**src/rtl/fifo_tx_pkg.sv**
```systemverilog
// Shared types and line levels for the FIFO-draining serial transmitter.
package fifo_tx_pkg;

    typedef enum logic [2:0] {
        IDLE  = 3'd0,
        POP   = 3'd1,
        LOAD  = 3'd2,
        START = 3'd3,
        DATA  = 3'd4,
        STOP  = 3'd5
    } tx_state_t;

    localparam logic LINE_IDLE  = 1'b1;
    localparam logic LINE_START = 1'b0;
    localparam logic LINE_STOP  = 1'b1;

endpackage

```
**src/rtl/fifo_tx_bit_timer.sv**
```systemverilog
// Bit-period timer: counts 0..BIT_CYCLES-1 while enabled and pulses tick_c on the last count.
module fifo_tx_bit_timer #(
    parameter int unsigned BIT_CYCLES  = 4,
    parameter int unsigned TIMER_WIDTH = 8
) (
    input  logic clk,
    input  logic reset,
    input  logic clear,
    input  logic count_en,
    output logic tick_c
);

    localparam logic [TIMER_WIDTH-1:0] LAST_COUNT = TIMER_WIDTH'(BIT_CYCLES - 1);

    logic [TIMER_WIDTH-1:0] count_q;
    logic [TIMER_WIDTH-1:0] count_d;

    assign tick_c = count_en && (count_q == LAST_COUNT);

    // Next count: clear wins, otherwise advance and wrap at the period end.
    always_comb begin
        count_d = count_q;
        if (clear) begin
            count_d = '0;
        end else if (count_en) begin
            count_d = tick_c ? '0 : count_q + TIMER_WIDTH'(1);
        end
    end

    // Counter register with synchronous reset.
    always_ff @(posedge clk) begin
        if (reset) begin
            count_q <= '0;
        end else begin
            count_q <= count_d;
        end
    end

endmodule

```
**src/rtl/fifo_serial_tx.sv**
```systemverilog
// Pops words from the put/get FIFO and sends each as start, LSB-first data, stop on tx_serial.
module fifo_serial_tx
    import fifo_tx_pkg::*;
#(
    parameter int unsigned WIDTH        = 16,
    parameter int unsigned BIT_CYCLES   = 4,
    parameter int unsigned TIMER_WIDTH  = 8,
    parameter int unsigned BITCNT_WIDTH = 5
) (
    input  logic             clk,
    input  logic             reset,
    input  logic             enable,
    input  logic             fifo_empty_bar,
    input  logic [WIDTH-1:0] fifo_data,
    output logic             fifo_get,
    output logic             tx_serial,
    output logic             tx_busy,
    output logic [15:0]      frame_count
);

    localparam logic [BITCNT_WIDTH-1:0] LAST_BIT = BITCNT_WIDTH'(WIDTH - 1);

    tx_state_t             state_q;
    tx_state_t             state_d;
    logic [WIDTH-1:0]      shift_q;
    logic [WIDTH-1:0]      shift_d;
    logic [BITCNT_WIDTH-1:0] bit_cnt_q;
    logic [BITCNT_WIDTH-1:0] bit_cnt_d;
    logic                  tx_serial_q;
    logic                  tx_serial_d;
    logic                  fifo_get_q;
    logic                  fifo_get_d;
    logic                  tx_busy_q;
    logic                  tx_busy_d;
    logic [15:0]           frame_count_q;
    logic [15:0]           frame_count_d;

    logic                  timer_clear_c;
    logic                  timer_en_c;
    logic                  bit_tick_c;

    // The timer restarts at LOAD so the start bit gets a full period.
    assign timer_clear_c = (state_q == LOAD);
    assign timer_en_c    = (state_q == START) || (state_q == DATA) || (state_q == STOP);

    fifo_tx_bit_timer #(
        .BIT_CYCLES  (BIT_CYCLES),
        .TIMER_WIDTH (TIMER_WIDTH)
    ) u_bit_timer (
        .clk      (clk),
        .reset    (reset),
        .clear    (timer_clear_c),
        .count_en (timer_en_c),
        .tick_c   (bit_tick_c)
    );

    // Next-state and next-output logic; every output is taken from a flop.
    always_comb begin
        state_d       = state_q;
        shift_d       = shift_q;
        bit_cnt_d     = bit_cnt_q;
        tx_serial_d   = tx_serial_q;
        fifo_get_d    = 1'b0;
        tx_busy_d     = tx_busy_q;
        frame_count_d = frame_count_q;

        case (state_q)
            IDLE: begin
                tx_serial_d = LINE_IDLE;
                tx_busy_d   = 1'b0;
                if (enable && fifo_empty_bar) begin
                    state_d    = POP;
                    fifo_get_d = 1'b1;
                    tx_busy_d  = 1'b1;
                end
            end
            POP: begin
                // fifo_data becomes valid in the cycle after the pop pulse.
                state_d = LOAD;
            end
            LOAD: begin
                shift_d     = fifo_data;
                bit_cnt_d   = '0;
                tx_serial_d = LINE_START;
                state_d     = START;
            end
            START: begin
                if (bit_tick_c) begin
                    tx_serial_d = shift_q[0];
                    state_d     = DATA;
                end
            end
            DATA: begin
                if (bit_tick_c) begin
                    shift_d = shift_q >> 1;
                    if (bit_cnt_q == LAST_BIT) begin
                        bit_cnt_d   = '0;
                        tx_serial_d = LINE_STOP;
                        state_d     = STOP;
                    end else begin
                        bit_cnt_d   = bit_cnt_q + BITCNT_WIDTH'(1);
                        tx_serial_d = shift_d[0];
                    end
                end
            end
            STOP: begin
                if (bit_tick_c) begin
                    frame_count_d = frame_count_q + 16'(1);
                    tx_busy_d     = 1'b0;
                    state_d       = IDLE;
                end
            end
            default: begin
                state_d     = IDLE;
                tx_serial_d = LINE_IDLE;
                tx_busy_d   = 1'b0;
            end
        endcase
    end

    // State and output registers; reset abandons any in-flight word.
    always_ff @(posedge clk) begin
        if (reset) begin
            state_q       <= IDLE;
            shift_q       <= '0;
            bit_cnt_q     <= '0;
            tx_serial_q   <= LINE_IDLE;
            fifo_get_q    <= 1'b0;
            tx_busy_q     <= 1'b0;
            frame_count_q <= '0;
        end else begin
            state_q       <= state_d;
            shift_q       <= shift_d;
            bit_cnt_q     <= bit_cnt_d;
            tx_serial_q   <= tx_serial_d;
            fifo_get_q    <= fifo_get_d;
            tx_busy_q     <= tx_busy_d;
            frame_count_q <= frame_count_d;
        end
    end

    assign fifo_get    = fifo_get_q;
    assign tx_serial   = tx_serial_q;
    assign tx_busy     = tx_busy_q;
    assign frame_count = frame_count_q;

endmodule

```
**config.mk**
```make
export PLATFORM = sky130hd
export DESIGN_NAME = fifo_serial_tx
export DESIGN_NICKNAME = d
export VERILOG_FILES = /design/src/rtl/fifo_tx_pkg.sv /design/src/rtl/fifo_tx_bit_timer.sv /design/src/rtl/fifo_serial_tx.sv
export SDC_FILE = /design/constraint.sdc
export NUM_CORES = 1
export LEC_CHECK = 0
export BUFFER_PORTS_ARGS = -buffer_cell sky130_fd_sc_hd__buf_2
export CELL_PAD_IN_SITES_DETAIL_PLACEMENT = 1
export CELL_PAD_IN_SITES_GLOBAL_PLACEMENT = 1
export CORE_AREA = 2 2 79 81
export DETAILED_ROUTE_END_ITERATION = 10
export DIE_AREA = 0 0 81 83
export PLACE_DENSITY = 0.84
export SYNTH_ARGS = -nofsm -noshare
export SYNTH_HDL_FRONTEND = slang
export SYNTH_SLANG_ARGS = --single-unit
```
**constraint.sdc**
```tcl
create_clock -name clk -period 2.2 [get_ports clk]
set_clock_uncertainty 0.1 [all_clocks]
set_input_delay 0 -clock clk [delete_from_list [all_inputs] [get_ports clk]]
set_output_delay 0 -clock clk [all_outputs]
set_load 0.05 [all_outputs]
```
# Yosys cells after proc, flatten, opt, wreduce, memory -nomap -nowiden
# Index checks and enable logic that the tools add are counted.
word_totals:
  register_bits: 51
  latchBits: 0
  mem_bits_rw: 0
  rom_bits: 0
  input_bits: 20
  output_inout_bits: 19
  elab_cells: 60
  n_memories: 0
op_classes:
  n_addsub: 3
  mul: 0
  n_div: 0
  magnitude_cmp: 0
  eq_ne: 12
  shifts: 0
  n_mux: 19
  bitwise: 3
  n_reduce_logical: 15
ops:
  columns: ["operator", "n"]
  rows:
  - ["one-hot mux 16 bit (2 select lines)", 1]
  - ["one-hot mux 3 bit (6 select lines)", 1]
  - ["adder 16 x 1 -> 16 bit (second input constant)", 1]
  - ["two-way mux 16 bit", 1]
  - ["two-way mux 3 bit", 5]
  - ["two-way mux 5 bit", 2]
  - ["one-hot mux 5 bit (2 select lines)", 1]
  - ["adder 8 x 1 -> 8 bit (second input constant)", 1]
  - ["equality test 8 x 2 -> 1 bit (second input constant)", 1]
  - ["two-way mux 8 bit", 1]
  - ["!= test 2 x 1 -> 1 bit (second input constant)", 4]
  - ["equality test 3 x 2 -> 1 bit (second input constant)", 2]
  - ["equality test 3 bit (second input constant)", 2]
  - ["AND reduction 2 bit", 3]
  - ["OR reduction 2 bit", 3]
  - ["adder 5 x 1 -> 5 bit (second input constant)", 1]
  - ["equality test 5 x 4 -> 1 bit (second input constant)", 1]
  - ["two-way mux 1 bit", 5]
  - ["AND reduction 5 bit", 1]
  - ["one-hot mux 1 bit (4 select lines)", 1]
  - ["OR reduction 4 bit", 1]
  - ["equality test 3 x 1 -> 1 bit (second input constant)", 1]
  - ["zero test 3 bit", 1]
  - ["inverter 1 bit", 3]
  - ["6 further kinds", 8]

# Longest topological paths before layout
# Gate-level depths: netlist (run 1).
depth:
  depth_word: 6
  mapped_depth: 6
  depth_no_buf: 5

# By module
# From an unflattened synthesis (run 1), not the netlist that was laid out.
hier_totals:
  cells_unflattened: 273
  area_unflattened_um2: 2457.4
by_module_without_submodules:
  columns: ["module", "n_inst", "cells_each", "area_per_inst_um2", "seq_area_each_um2"]
  rows:
  - ["fifo_serial_tx", 1, 229, 2037.0, 860.8]
  - ["fifo_tx_bit_timer", 1, 44, 420.4, 160.2]

# Least setup slack after synthesis (run 1)
# Ideal clock, no wire load.
synth_path:
  kind: "register to register"
  startpoint: "register frame_count_q[2], in the netlist frame_count[2]"
  endpoint: "register frame_count_q[11], in the netlist frame_count[11]"
  setup_time_ns: 0.070
  arrival_ns: 1.869
  t_required_ns: 2.030
  slack_ns: 0.161
  stages_incl_launch_ff: 5
  n_path_buf: 0
  period_less_slack_ns: 2.039
  cell_sequence: "dfxtp_1 and4_1 nand3_1 or4_1 a21oi_1"
synth_via:
  elab_chain_len: 1
synth_lines:
  columns: ["element", "line_no", "rtl"]
  rows:
  - ["start, declared", "fifo_serial_tx.sv:35", "logic [15:0] frame_count_q;"]
  - ["start signal, assigned", "fifo_serial_tx.sv:138", "frame_count_q <= frame_count_d;"]
  - ["adder 16 x 1 -> 16 bit", "fifo_serial_tx.sv:108", "frame_count_d = frame_count_q + 16'(1);"]
# No other way between the ends.
# A chain may end at the register's enable or synchronous reset.

# Final worst setup path (run 1)
layout_path:
  startpoint: "register u_bit_timer.count_q[1]"
  endpoint: "register bit_cnt_q[0]"
layout_via:
  elab_chain_len: 4
layout_lines:
  columns: ["element", "line_no", "rtl"]
  rows:
  - ["start, declared", "fifo_tx_bit_timer.sv:15", "logic [TIMER_WIDTH-1:0] count_q;"]
  - ["start signal, assigned", "fifo_tx_bit_timer.sv:35", "count_q <= count_d;"]
  - ["equality test 8 x 2 -> 1 bit", "fifo_tx_bit_timer.sv:18", "assign tick_c = count_en && (count_q == LAST_COUNT);"]
  - ["logical AND 1 bit", "fifo_tx_bit_timer.sv:18", null]
  - ["!= test 2 x 1 -> 1 bit (no line)", null, null]
  - ["AND reduction 2 bit (no line)", null, null]
  - ["end signal, assigned", "fifo_serial_tx.sv:134", "bit_cnt_q <= bit_cnt_d;"]
  - ["end, declared", "fifo_serial_tx.sv:27", "logic [BITCNT_WIDTH-1:0] bit_cnt_q;"]
# No other way between the ends.

==> results of run 1 <==
final timing paths:
path	startpoint	to	slack [ns]	depth (start not counted)
worst max-delay path	u_bit_timer.count_q[1]	bit_cnt_q[0]	0.17	6
worst min-delay path	enable	tx_busy	0.05	5
worst max register to register	u_bit_timer.count_q[1]	bit_cnt_q[0]	0.17	6
worst min register to register	bit_cnt_q[4]	bit_cnt_q[4]	0.37	1
stage by stage:
| step | util | setup slack [ns] | hold WS, ns | cells | area [sq um] |
|---|---|---|---|---|---|
| after floorplan | - | 0.161 | 0.0486 | 286 | 2420 |
| after global placement | 0.476 | 0.177 | 0.162 | 397 | 2770 |
| after detailed placement | 0.476 | 0.0866 | 0.167 | 397 | 2770 |
| after CTS | 0.525 | 0.0624 | 0.00565 | 425 | 3050 |
| after global routing | 0.526 | 0.0644 | 0.0846 | 425 | 3060 |
| final | 0.526 | 0.168 | 0.0503 | 425 | 3060 |
cell usage in the layout (no fill, tap or decap), drive strengths merged, types with 3 or more instances in the layout:
| master | synthesis | layout |
|---|---|---|
| a21oi | 17 | 17 |
| a311oi | 15 | 15 |
| buf | 4 | 53 |
| clkbuf | 13 | 6 |
| dfxtp | 51 | 51 |
| dlygate4sd3 | 0 | 20 |
| ha | 3 | 3 |
| nand2 | 41 | 41 |
| nand2b | 3 | 3 |
| nand3 | 11 | 11 |
| nand4 | 8 | 8 |
| nor2 | 35 | 35 |
| nor3 | 3 | 3 |
| nor3b | 5 | 5 |
| o2111ai | 4 | 4 |
| o21ai | 10 | 10 |
| o31ai | 8 | 8 |
| or3 | 3 | 3 |
| or4 | 10 | 10 |
| xnor2 | 3 | 3 |
| xor2 | 8 | 8 |
area by class of cell:
type | instances | area (sq um) | share of cell area
Timing Repair Buffer | 73 | 515 | 0.169
Sequential cell | 51 | 1020 | 0.334
Clock buffer | 6 | 72.6 | 0.0237
Clock inverter | 2 | 12.5 | 0.00409
Multi-Input combinational cell | 218 | 1340 | 0.439
Tap cell | 75 | 93.8 | 0.0307
cell families after synthesis:
logic type | Yosys count | synth area share
simple gates | 136 | 0.297
mux | 2 | 0.00826
xor+xnor | 11 | 0.0398
flops | 51 | 0.421
fa+ha+maj | 3 | 0.0155
buf+inv | 17 | 0.0284
compound gates | 66 | 0.190
power by group through the flow:
stage	clock network (mW)	registers (mW)	logic, mW
detailed placement	0	1.16	0.670
finish	0.536	1.14	0.702
global placement	0	1.15	0.647
CTS	0.555	1.14	0.701
floorplan	0	1.19	0.404
global route	0.598	1.15	0.783
registers in the layout, indices dropped and copies added, names as in the netlist:
| name | cells |
|---|---|
| u_bit_timer.count_q | 8 |
| fifo_get | 1 |
| state_q | 3 |
| frame_count | 16 |
| shift_q | 16 |
| tx_serial | 1 |
| tx_busy | 1 |
| bit_cnt_q | 5 |
layer usage:
layer | vias to the layer above | share of wire | global-route usage
met4 | 0 | 0.0096 | 0.0478
li1 | 1196 | - | -
met3 | 7 | 0.025 | 0.0326
met2 | 35 | 0.52 | 0.350
met1 | 1178 | 0.44 | 0.242
met5 | - | 0 | 0
synth_stat cells, types with 3 or more instances:
cell type,n
nor3b_1,5
o21ai_0,9
xnor2_1,3
o31ai_1,8
nor2_1,35
buf_2,4
nand3_1,11
or3_1,3
nand2_1,41
ha_1,3
or4_1,10
o2111ai_1,4
nand2b_1,3
dfxtp_1,51
a21oi_1,17
a311oi_1,15
clkbuf_1,13
xor2_1,8
nand4_1,7
repair_timing:
item	in CTS	in global routing
endpoints found under the hold margin	22	0
hold buffers	20	0
setup endpoints to repair	0	8
resized for setup	0	3
tightest hold or removal path, cell delays in order:
cell and delay, ns:
buf_2 0.10, nand2_1 0.08, nand2_1 0.09, o21ai_0 0.09
nor3_1 0.05
==> results.md, run 1 <==
* Status: finished, final reports clean
* Share of layout cells above drive strength 1 at 0.197
* # IOs at 39
* Core area at 5820 sq um
* Unrepaired setup endpoints after global routing: false
* Slew @ Worst Pin at 0.569 ns
* Pin count of the biggest net entering global routing at 36
* Clock share of power at 0.225
* Clock transition at the registers of the reported paths at 0.09 ns
* YS warnings at 0
* # setup viols final at 0
* CP cell instances: ha_2, nor4b_4, buf_4, nand2_1, or4_1, a21oi_1
* Max Fclk at 492 MHz
* Worst Path Arrival at 2.17 ns
* Clk_lat worst skew at 0.30 ns
* Routed wire per std cell at 15.0 microns
* Cell Area, Synth at 2420 sq um
* Starting density of the core at 0.417
* Slowest CP cell: or4_1
* Syn Nets at 309
* HP Class: primary input to flop
* Setup bufs post-CTS at 0
* CP max stage delay at 0.53 ns
* P_int at 1.57 mW
* Max_cap viols at 0
* CP Capture Type: flop
* WP buf/inv at 1
* PD cells at 776 nW/um^2
* Congestion Overflow GR at 0
* H-tree Lvls at 2
* Combinational share of power at 0.295
* Clk sinks at 51
* Post-synth EDFFs at 0
* Synth unique cells at 45
* Fin Setup TNS at 0 ns
* P_leak at 1.15 nW
* Worst path required time at 2.34 ns
* Remaining antenna violation count after routing at 0
* Nets at 372
* Net Sw Frac at 0.339
* Global-route wire length before repair at 10900 microns
* Register area share after synthesis at 0.421
* Site Rows at 28
* Dominant cell type by area after synthesis: dfxtp_1
* Final Hold Violating Endpoints at 0
* Seq cells post-synth at 51
* Via/cell ratio at 5.68
* Slew headroom at 0.619
* Post-synth top area share at 0.421
* FILL cells at 716
* TritonCTS clock tree: built
* Overall fraction of global-route tracks in use at 0.197
* Die Wd at 81 microns
* TritonCTS Buffers at 5
* Synth top area cells: dfxtp_1, nand2_1, a311oi_1, nor2_1, a21oi_1
* Hpwl dp at 4470 microns
* Synth Area per Inst at 8.47 sq um
* Pre-antenna DRT Iters at 4
* Number of global-route vias before repair at 2380
* Top FF cell, synth: dfxtp_1
* CP Class: flop to flop
* Critical Path Fanout Max at 6
* P_sw at 0.805 mW
* Port bufs at 38
* CTS Root Cell: clkbuf_8
* Slew Viols, Final at 0
* Initial antenna violation count at 0
* Via count at 2416
* ANT cells at 0
* Die Height at 83 microns
* Critical Path Source Type: flop
* Final worst path period share at 0.924
* GP Congestion at 0.819
* Clock Path Buffers at 2
* Top delay family on crit path: simple AND/OR/NAND/NOR gates
* Ys async rst share at 0
* Peak VDD IR at 0.411 mV
* Die footprint at 6720 sq um
* 1st-iter DRT viols at 98
* DRC viols at 0
* Post-route minimum period at 2.03 ns
* Flop pwr share at 0.479
* Cell count after synthesis at 286
* Synth-to-layout area growth at 26.3%
* Drt total wl at 6380 microns
* Tot Pwr at 2.38 mW
Note: power is estimated with default switching activity, not from simulation.
==> inputs of run 2 (changes only) <==
CORE_AREA = 2 2 80 82   (was 2 2 79 81)
DIE_AREA = 0 0 82 84   (was 0 0 81 83)
PLACE_DENSITY = 0.82   (was 0.84)
SYNTH_HIERARCHICAL = 1   (was not set)
==> run 2 against run 1 <==
  * The flow now finishes with violations (negative setup slack)
  * Synthesized area increased by 1.4%
  * Cell area up 17%
  * Register-to-register slack got worse by 0.26 ns
  * Sequential share of layout area fell by 4.7 points
==> results.md, run 2 <==
* Clock transition at the registers of the reported paths at 0.10 ns
* Cell count after synthesis at 273
* 1st-iter DRT viols at 96
* Slowest CP cell: or4_4
* Synth Area per Inst at 9.00 sq um
* Synth unique cells at 48
* YS warnings at 6
* Uppermost layer routed: met4
* Max Fclk at 436 MHz
* Main combinational cell family by area after synthesis: simple AND/OR/NAND/NOR gates
* Congestion Overflow GR at 0
* Status: complete, but fails checks
* Die Wd at 82 microns
* FF-to-FF path depth at 8
* Metal3 WL at 268 microns
* Via count at 2465
* Pre-antenna DRT Iters at 6
* RR Endpoint: frame_count[3]
* Worst path required time at 2.34 ns
* TritonCTS clock tree: built
* TritonCTS Buffers at 5
* Routed wire per std cell at 19.9 microns
* Synth top area cells: dfxtp_1, mux2i_1, nor2_1, a211oi_1, nand3_1
* CP Capture Type: flop
* Final instance area at 3580 sq um
* Nets at 381
* Post-route minimum period at 2.30 ns
* Port bufs at 38
* Critical Path Source Type: flop
* Critical Path Fanout Max at 4
* Tot Pwr at 2.02 mW
* Startpoint of the worst hold path: reset
* DRC viols at 0
* Placed cells at 392
* Most frequent cells in the layout: dfxtp_1, buf_2, nor2_1
* Core area at 6100 sq um
* Die Height at 84 microns
* Post-synth top area share at 0.415
* Final WS setup at -0.0958 ns
* Slew headroom at 0.576
* Drt total wl at 8690 microns
* Register area share after synthesis at 0.415
* Post-synthesis simple-gate area fraction at 0.247
* # IOs at 39
* Worst R2R Start: u_bit_timer/count_q[7]
* Hold-critical path depth at 2
* ANT cells at 0
* Unrepaired setup endpoints after global routing: true
* Share of layout cells above drive strength 1 at 0.390
* Global-route wire length before repair at 11800 microns
* CP max stage delay at 0.55 ns
* Syn Nets at 296
* Metal-1 WL at 3490 microns
* Top cell by count, worst path: buf_6
* PD cells at 564 nW/um^2
* Most common cell after layout, fill and taps aside: dfxtp_1
* CTS Root Cell: clkbuf_8
* Post-synthesis xor/xnor area fraction at 0.0428
* Slew @ Worst Pin at 0.636 ns
* # setup viols final at 15
* HP Class: primary input to flop
* Clk sinks at 51
* CP cell instances: or4_4, nor4_4, buf_4, nand4b_4, buf_6, buf_6, or3_1, a21oi_1
* Die footprint at 6890 sq um
* Initial antenna violation count at 0
* Peak VDD IR at 0.330 mV
* Slew Viols, Final at 0
* Hpwl dp at 4370 microns
* Pin count of the biggest net entering global routing at 32
* Max_cap viols at 0
* R2r setup slk at -0.1 ns
* Adder-Cell Fraction of Synth Area at 0.0153
* Placed Area at 2840 sq um
* GP Congestion at 0.782
* WHS Endpoint: frame_count[4]
* Final Hold Violating Endpoints at 0
* DR WL met2 at 4690 microns
* Top cells by count, synth: dfxtp_1, nor2_1, mux2i_1
* Clk_lat worst skew at 0.32 ns
* Seq cells post-synth at 51
* Failing checks: negative setup slack
* Dominant cell type by area after synthesis: dfxtp_1
* Compound-Gate Fraction of Synth Area at 0.136
* Site Rows at 29
* Worst Path Arrival at 2.44 ns
* Top-count cell post-synth: dfxtp_1
* Starting density of the core at 0.403
* Remaining antenna violation count after routing at 0
* Final worst path period share at 1.04
* Overall fraction of global-route tracks in use at 0.221
* Number of global-route vias before repair at 2444
* P_leak at 1.45 nW
* Post-synth EDFFs at 0
* Cell Area, Synth at 2460 sq um
* Final Non-Filler Cells at 436
* CP Class: flop to flop
* Mux cell area share after synthesis at 0.0916
* Synth-to-layout area growth at 45.8%
* Clock Path Buffers at 2
* Via/cell ratio at 5.65
* H-tree Lvls at 2
* Top FF cell, synth: dfxtp_1
* FILL cells at 693
* Ys async rst share at 0
## run 2: cell types whose count changed in the layout (fill, tap and decap cells not counted), sizes merged, moves of 6 or more
cell and delta:
nand2 -28, or4 -9, o31ai -7, buf +25, inv +6, a311oi -15, nand3 +6, mux2i +16
a211oi +14
## run 2: logic make-up after synthesis
logic type,count (synthesis)
and+or+nand+nor,113
DFF,51
AOI/OAI and AO/OA,48
buffers and inverters,24
muxes,22
xor gates and xnor gates,12
adders and majority gates,3
## run 2: cell type report
| type | count | area, sq um | area share |
|---|---|---|---|
| Clock buffer | 6 | 82.6 | 0.0230 |
| Clock inverter | 2 | 38.8 | 0.0108 |
| Inverter | 5 | 18.8 | 0.00524 |
| Multi-Input combinational cell | 198 | 1520 | 0.424 |
| Sequential cell | 51 | 1030 | 0.287 |
| Tap cell | 77 | 96.3 | 0.0269 |
| Timing Repair Buffer | 97 | 802 | 0.224 |
## run 2: per-stage QoR
| stage | hold slack [ns] | TNS (ns) | utilization | setup WS [ns] |
|---|---|---|---|---|
| 2_1_floorplan | -0.0306 | -0.289 | - | -0.0854 |
| 3_3_place_gp | 0.165 | -0.0293 | 0.466 | -0.0173 |
| 3_5_place_dp | 0.173 | -0.331 | 0.466 | -0.109 |
| 4_1_cts | 0.0840 | -0.514 | 0.540 | -0.135 |
| 5_1_grt | 0.0920 | -2.45 | 0.588 | -0.169 |
| 6_report | 0.0959 | -0.474 | 0.588 | -0.0958 |
## run 2: layer usage
layer	track usage	vias up
li1	-	1143
met1	0.253	1221
met2	0.387	81
met3	0.0455	20
met4	0.0939	0
met5	0	-
## run 2: worst max-delay path by stage
stage / from / end / slack, ns / cells after the start
floorplan: u_bit_timer/count_q[4] / frame_count[12] / -0.09 / 8
global placement: u_bit_timer/count_q[7] / frame_count[15] / -0.02 / 7
detailed placement: u_bit_timer/count_q[7] / frame_count[15] / -0.11 / 7
global route: u_bit_timer/count_q[7] / frame_count[3] / -0.17 / 8
CTS: u_bit_timer/count_q[7] / frame_count[15] / -0.13 / 7
finish: u_bit_timer/count_q[7] / frame_count[3] / -0.1 / 8
## run 2: timing repair
item                                   4_1_cts  5_1_grt
hold buffers                                18        0
gates cloned                                 2        1
endpoints found under the hold margin       18        0
gates resized for setup                      9       52
pin swaps                                   10       18
setup buffers                                6        9
setup endpoints to repair                   24       34
## run 2: report_power, final
part	total (mW)	switching [mW]	internal (mW)	leakage (nW)
logic	0.315	0.166	0.149	0.974
registers	0.984	0.0287	0.956	0.416
clock network	0.722	0.347	0.375	0.0618
## run 2: critical path, delay by kind of cell (launching register included)
family	cells	cell delay (ns)
buffers and inverters	3	0.44
DFF	1	0.34
and+or+nand+nor	4	1.19
AOI/OAI and AO/OA	1	0.15
